[src/rtl/mebra_stream_bf.sv]
// Streaming DAS / signed-sqrt DMAS beamformer: one pixel from CHANNELS samples, mode chosen per pixel.
// Latency: last sample accepted at cycle t -> bf_valid at t+SQRT_LAT+3, identical in both modes.
// Backpressure: a held result (bf_valid & ~bf_ready) freezes the whole pipeline and drops s_ready.
module mebra_stream_bf #(
   parameter int CHANNELS = 128,
   parameter int DATA_W   = 16,
   parameter int PIX_W    = 16
) (
   input  logic                                    clk,
   input  logic                                    rst,
   input  logic                                    mode,
   input  logic                                    s_valid,
   output logic                                    s_ready,
   input  logic signed [DATA_W-1:0]                s_data,
   output logic                                    bf_valid,
   input  logic                                    bf_ready,
   output logic signed [DATA_W+2*$clog2(CHANNELS)+1:0] bf_out,
   output logic                                    bf_mode,
   output logic [PIX_W-1:0]                        bf_pix
);
   localparam int CH_W     = $clog2(CHANNELS);
   localparam int SQ_W     = DATA_W / 2;
   localparam int SQRT_LAT = SQ_W;
   localparam int OUT_W    = DATA_W + 2 * CH_W + 2;
   localparam int RW       = SQ_W + 3;   // sqrt remainder width, holds 4*rem + 3
   localparam logic [CH_W-1:0] LAST_CH = CH_W'(CHANNELS - 1);

   logic en;
   assign en      = ~(bf_valid & ~bf_ready);
   assign s_ready = en;

   // channel position and per-pixel mode tag
   logic [CH_W-1:0] cnt;
   logic            pix_mode;
   logic            mode_tag;
   logic [DATA_W-1:0] abs_in;
   assign mode_tag = (cnt == '0) ? mode : pix_mode;
   assign abs_in   = s_data[DATA_W-1] ? (~s_data + DATA_W'(1)) : s_data;

   // sqrt pipeline state and aligned sidebands
   logic [DATA_W-1:0]        rad_q  [SQRT_LAT];
   logic [RW-1:0]            rem_q  [SQRT_LAT];
   logic [SQ_W-1:0]          root_q [SQRT_LAT];
   logic signed [DATA_W-1:0] x_q    [SQRT_LAT];
   logic [DATA_W-1:0]        abs_q  [SQRT_LAT];
   logic [SQRT_LAT-1:0]      vld_q, mode_q, first_q, last_q;

   logic [DATA_W-1:0] rad_i  [SQRT_LAT];
   logic [RW-1:0]     rem_i  [SQRT_LAT];
   logic [SQ_W-1:0]   root_i [SQRT_LAT];
   logic [DATA_W-1:0] rad_n  [SQRT_LAT];
   logic [RW-1:0]     rem_n  [SQRT_LAT];
   logic [SQ_W-1:0]   root_n [SQRT_LAT];
   logic [RW-1:0]     rem_t  [SQRT_LAT];
   logic [RW-1:0]     trial  [SQRT_LAT];

   // route each sqrt stage's inputs: stage 0 starts from |x| with empty root
   always_comb begin
      for (int k = 0; k < SQRT_LAT; k++) begin
         rad_i[k]  = '0;
         rem_i[k]  = '0;
         root_i[k] = '0;
      end
      rad_i[0] = abs_in;
      for (int k = 1; k < SQRT_LAT; k++) begin
         rad_i[k]  = rad_q[k-1];
         rem_i[k]  = rem_q[k-1];
         root_i[k] = root_q[k-1];
      end
   end

   // restoring sqrt step: bring down two radicand bits, try subtracting 4*root+1
   always_comb begin
      for (int k = 0; k < SQRT_LAT; k++) begin
         rem_t[k] = {rem_i[k][RW-3:0], rad_i[k][DATA_W-1 -: 2]};
         trial[k] = {1'b0, root_i[k], 2'b01};
         rad_n[k] = rad_i[k] << 2;
         if (rem_t[k] >= trial[k]) begin
            rem_n[k]  = rem_t[k] - trial[k];
            root_n[k] = {root_i[k][SQ_W-2:0], 1'b1};
         end else begin
            rem_n[k]  = rem_t[k];
            root_n[k] = {root_i[k][SQ_W-2:0], 1'b0};
         end
      end
   end

   // channel counter, mode latch and sqrt pipeline registers
   always_ff @(posedge clk) begin
      if (rst) begin
         cnt      <= '0;
         pix_mode <= 1'b0;
         vld_q    <= '0;
         mode_q   <= '0;
         first_q  <= '0;
         last_q   <= '0;
         for (int k = 0; k < SQRT_LAT; k++) begin
            rad_q[k]  <= '0;
            rem_q[k]  <= '0;
            root_q[k] <= '0;
            x_q[k]    <= '0;
            abs_q[k]  <= '0;
         end
      end else if (en) begin
         if (s_valid) begin
            cnt <= (cnt == LAST_CH) ? '0 : cnt + CH_W'(1);
            if (cnt == '0) pix_mode <= mode;
         end
         vld_q   <= {vld_q[SQRT_LAT-2:0], s_valid};
         mode_q  <= {mode_q[SQRT_LAT-2:0], mode_tag};
         first_q <= {first_q[SQRT_LAT-2:0], s_valid & (cnt == '0)};
         last_q  <= {last_q[SQRT_LAT-2:0], s_valid & (cnt == LAST_CH)};
         x_q[0]   <= s_data;
         abs_q[0] <= abs_in;
         for (int k = 1; k < SQRT_LAT; k++) begin
            x_q[k]   <= x_q[k-1];
            abs_q[k] <= abs_q[k-1];
         end
         for (int k = 0; k < SQRT_LAT; k++) begin
            rad_q[k]  <= rad_n[k];
            rem_q[k]  <= rem_n[k];
            root_q[k] <= root_n[k];
         end
      end
   end

   // per-sample terms at the sqrt output
   logic signed [OUT_W-1:0] x_ext, abs_ext, sq_ext, s_term;
   assign x_ext   = {{(OUT_W-DATA_W){x_q[SQRT_LAT-1][DATA_W-1]}}, x_q[SQRT_LAT-1]};
   assign abs_ext = {{(OUT_W-DATA_W){1'b0}}, abs_q[SQRT_LAT-1]};
   assign sq_ext  = {{(OUT_W-SQ_W){1'b0}}, root_q[SQRT_LAT-1]};
   assign s_term  = x_q[SQRT_LAT-1][DATA_W-1] ? -sq_ext : sq_ext;

   logic signed [OUT_W-1:0] acc_a, acc_m, acc_s;
   logic                    fin_vld, fin_mode;
   logic signed [OUT_W-1:0] sq_a, sq_m, sq_p;
   logic                    sq_vld, sq_mode;
   logic signed [OUT_W-1:0] dmas;
   assign dmas = sq_p - sq_m;

   // accumulate: first sample of a pixel loads, later ones add; flag finished pixel
   always_ff @(posedge clk) begin
      if (rst) begin
         acc_a    <= '0;
         acc_m    <= '0;
         acc_s    <= '0;
         fin_vld  <= 1'b0;
         fin_mode <= 1'b0;
      end else if (en) begin
         fin_vld  <= vld_q[SQRT_LAT-1] & last_q[SQRT_LAT-1];
         fin_mode <= mode_q[SQRT_LAT-1];
         if (vld_q[SQRT_LAT-1]) begin
            if (first_q[SQRT_LAT-1]) begin
               acc_a <= x_ext;
               acc_m <= abs_ext;
               acc_s <= s_term;
            end else begin
               acc_a <= acc_a + x_ext;
               acc_m <= acc_m + abs_ext;
               acc_s <= acc_s + s_term;
            end
         end
      end
   end

   // square stage: snapshot finished sums so the next pixel can start accumulating
   always_ff @(posedge clk) begin
      if (rst) begin
         sq_vld  <= 1'b0;
         sq_mode <= 1'b0;
         sq_a    <= '0;
         sq_m    <= '0;
         sq_p    <= '0;
      end else if (en) begin
         sq_vld  <= fin_vld;
         sq_mode <= fin_mode;
         sq_a    <= acc_a;
         sq_m    <= acc_m;
         sq_p    <= acc_s * acc_s;
      end
   end

   // output register: hold until accepted, count accepted pixels
   always_ff @(posedge clk) begin
      if (rst) begin
         bf_valid <= 1'b0;
         bf_out   <= '0;
         bf_mode  <= 1'b0;
         bf_pix   <= '0;
      end else if (en) begin
         if (bf_valid & bf_ready) bf_pix <= bf_pix + PIX_W'(1);
         if (sq_vld) begin
            bf_valid <= 1'b1;
            bf_mode  <= sq_mode;
            bf_out   <= sq_mode ? sq_a : {dmas[OUT_W-1], dmas[OUT_W-1:1]};
         end else begin
            bf_valid <= 1'b0;
         end
      end
   end
endmodule

[config.mk]
export PLATFORM = sky130hd
export DESIGN_NAME = mebra_stream_bf
export DESIGN_NICKNAME = d
export VERILOG_FILES = /design/src/rtl/mebra_stream_bf.sv
export SDC_FILE = /design/constraint.sdc
export NUM_CORES = 2
export LEC_CHECK = 0
export CAP_MARGIN = 20
export CORE_ASPECT_RATIO = 1.2
export CORE_MARGIN = 3
export CORE_UTILIZATION = 47
export DETAILED_ROUTE_END_ITERATION = 12
export GPL_ROUTABILITY_DRIVEN = 0
export SLEW_MARGIN = 20
export SYNTH_ARGS = -nofsm -noshare
export SYNTH_HDL_FRONTEND = slang
export SYNTH_SLANG_ARGS = --single-unit
[constraint.sdc]
create_clock -name clk -period 16.6 [get_ports clk]
set_clock_uncertainty 0.05 [all_clocks]
set_input_delay 3.32 -clock clk [delete_from_list [all_inputs] [get_ports clk]]
set_output_delay 3.32 -clock clk [all_outputs]
set_load 0.02 [all_outputs]
==> results_dict.tcl <==
set metrics [dict create \
    drt-initial-drc-count 1667 \
    grt_use_total 0.208 \
    hpwl_mm 72.9 \
    initial_core_util 0.476 \
    ys_top_cells_by_count "547 x inv_1, 478 x nand2_1, 368 x fa_1, 341 x edfxtp_1, 309 x a21oi_1" \
    routed_wl_mm 100 \
    stdcell_area_um2 48000 \
    cp_top_family "buffers and inverters" \
    top_layer_used "met4" \
    p_leak_nw 22.1 \
    syn_inst 4552 \
    crit_path_max_incr_delay_ns 0.63 \
    min_period_over_period 0.522 \
    fp.dieW_um 286 \
    synth.area.top_cells "edfxtp_1 23%, fa_1 17%, dfxtp_1 13%, ha_1 8.6%, inv_1 4.7%" \
    hold_buffers 0 \
    drt-pass1-iter-count 5 \
    cp_slowest_cell "clkdlybuf4s50_1" \
    worst-path-buf-inv 4 \
    io-pin-count 72 \
    rsz0062_at_grt "false" \
    worstPathArrival_ns 5.29 \
    critPathMaxFanout 64 \
    syn-cell-area_um2 44100 \
    p_per_area_nw_per_um2 73.0 \
    synth_edf_count 341 \
    htreeDepth 2 \
    syn-num-nets 5243 \
    max_cap_viol_count 0 \
    yosysMostFrequentCell "inv_1" \
    yosys_warnings 0 \
    drv_slew 0 \
    cts_tree "yes" \
    wl_met1_mm 42.9 \
    nets 5199 \
    hold_viol_final 0 \
    drive_gt1_frac 0.0373 \
    synthFlopType "edfxtp_1" \
    path_clk_slew_ns 0.06 \
    row_count 122 \
    ys_seq_elements 625 \
    coreArea_um2 92700 \
    grt_max_degree 183 \
    drc 0 \
    setup_tns_ns 0 \
    path_class "primary input to output port" \
    io_buffer_count 71 \
    yosysSeqAreaShare 0.361 \
    vias 30696 \
    synth_top_area_frac 0.232 \
    slew_headroom 0.283 \
    dpl-instance-area_um2 45900 \
    grt_pass1_wl_mm 164 \
    end_kind "output port" \
    outcome "completed" \
    cts_made_buffers 61 \
    ys_async_sr_fraction 0 \
    cts_sinks 625 \
    drtAntennaViolNets 0 \
    clock_latency_ns 0.65 \
    cp_cell_sequence "clkdlybuf4s50_1, nor2b_4, buf_4, inv_8, clkdlybuf4s50_1" \
    cts_setup_buffers 0 \
    wl_met2_mm 50.5 \
    place_worst_setup_slack_ns 7.93 \
    via_per_inst 5.30 \
    worstPathRequired_ns 13.23 \
    yosys.cell_types.count 83 \
    hold_path.class "flop to flop" \
    dieArea_um2 97600 \
    min_period_ns 8.66 \
    fillCellCount 8596 \
    antenna_found_initial 1 \
    die_h_um 342 \
    postSynthAreaPerCell_um2 9.70 \
    grt_remaining_overflow 0 \
    cts_root_buf "clkbuf_16" \
    n_antenna_cell 0 \
    tightest_slew_ns 1.07 \
    crit_path_start_kind "primary input" \
    fin_ws_ns 7.94 \
    critPathMostFrequentCell "clkdlybuf4s50_1" \
    synth_top_area_cell "edfxtp_1" \
    first_global_vias 31248 \
    irDropWorstVdd_v 0.0000879 \
    cts_buffer_depth 3 \
    timing.fmax_mhz 115 \
    avgRoutedWirePerCell_um 17.3 \
    cts-resized-gates 0 \
    wl_met3_mm 3.22 \
    setup_violations 0 \
    syn_to_final_growth_pct 8.72 \
]
==> layer usage <==
| metal | up-vias | track usage |
|---|---|---|
| met5 | - | 0 |
| met4 | 0 | 0.0774 |
| met3 | 169 | 0.0231 |
| met2 | 470 | 0.371 |
| met1 | 14939 | 0.259 |
| li1 | 15118 | - |
==> state kept, by name, indices dropped and copies added, names as in the netlist, 7 cells and up <==
name	cells
abs_q	128
acc_a	32
acc_m	32
acc_s	31
bf_out	32
bf_pix	16
cnt	7
first_q	8
last_q	8
mode_q	8
rem_q	57
root_q	36
sq_a	32
sq_m	32
sq_p	31
vld_q	8
x_q	120
==> final cells by class <==
class	count	area, um^2	area share
multi-input combinational	3168	25400	0.529
tap	1240	1550	0.0323
timing repair buffer	105	1010	0.0210
clock inverter	42	463	0.00965
sequential	625	15900	0.332
clock buffer	70	1580	0.0329
inverter	547	2070	0.0432
==> path summary, 6_finish.rpt <==
path	startpoint	endpoint	slack, ns	cells after the start
max	bf_ready	s_ready	7.94	5
min	last_q[4]$_SDFFE_PP0N_	last_q[4]$_SDFFE_PP0N_	0.40	2
max reg2reg	acc_s[4]$_SDFFE_PP0P_	sq_p[31]$_SDFFE_PP0N_	8.61	26
min reg2reg	last_q[4]$_SDFFE_PP0N_	last_q[4]$_SDFFE_PP0N_	0.40	2
==> cells in the final DEF, fill, tap and decap left out, types with 30 or more instances in the layout <==
cell type        count
inv_1              543
nand2_1            477
fa_1               368
edfxtp_1           341
a21oi_1            309
nor2_1             305
ha_1               302
dfxtp_1            282
and3_1             186
and2_1             167
o21ai_0            159
xnor2_1            133
nor2b_1             96
xor2_1              77
a21o_1              77
clkdlybuf4s50_1     70
clkbuf_16           61
nor3_1              54
nand2b_1            35
o211ai_1            32
a211oi_1            31
buf_4               31
nand3_1             30
==> kinds of logic (layout without fill, tap and decap cells) <==
family | count (synthesis) | count (layout) | share of synthesized area
and+or+nand+nor | 1461 | 1461 | 0.162
other | 1 | 1 | 0.0000850
xor gates and xnor gates | 210 | 210 | 0.0417
DFF | 625 | 625 | 0.361
adders and majority gates | 670 | 670 | 0.253
muxes | 22 | 22 | 0.00505
buffers and inverters | 759 | 764 | 0.0646
AOI/OAI and AO/OA | 804 | 804 | 0.113
==> worst reg2reg max path, cell delays in order (launching register included) <==
cell      delay (ns)
dfxtp_1         0.81
buf_4           0.41
nand2_1         0.13
fa_1            0.57
inv_1           0.06
fa_1            0.48
inv_1           0.05
fa_1            0.46
fa_1            0.56
inv_1           0.06
fa_1            0.50
inv_1           0.06
fa_1            0.54
inv_1           0.05
fa_1            0.50
fa_1            0.42
ha_1            0.36
a21oi_1         0.16
o21bai_1        0.09
a21oi_1         0.15
o21ai_0         0.11
a22o_1          0.19
a311o_1         0.35
a21o_1          0.21
a21oi_2         0.18
a211oi_1        0.10
a22o_1          0.24
==> metrics by stage <==
| step | power, mW | util | hold slack, ns | cells |
|---|---|---|---|---|
| after floorplan | 2.03 | - | 0.377 | 4552 |
| after global placement | 2.11 | 0.496 | 0.388 | 5685 |
| after detailed placement | 2.11 | 0.496 | 0.390 | 5685 |
| after CTS | 3.55 | 0.518 | 0.399 | 5797 |
| after global routing | 3.66 | 0.518 | 0.416 | 5797 |
| final | 3.50 | 0.518 | 0.399 | 5797 |
==> where the power goes <==
| group | switching [mW] | internal [mW] | leakage (nW) |
|---|---|---|---|
| logic | 0.193 | 0.153 | 14.7 |
| clock network | 0.608 | 0.823 | 0.983 |
| registers | 0.0284 | 1.70 | 6.39 |
Note: power is estimated with default switching activity, not from simulation.
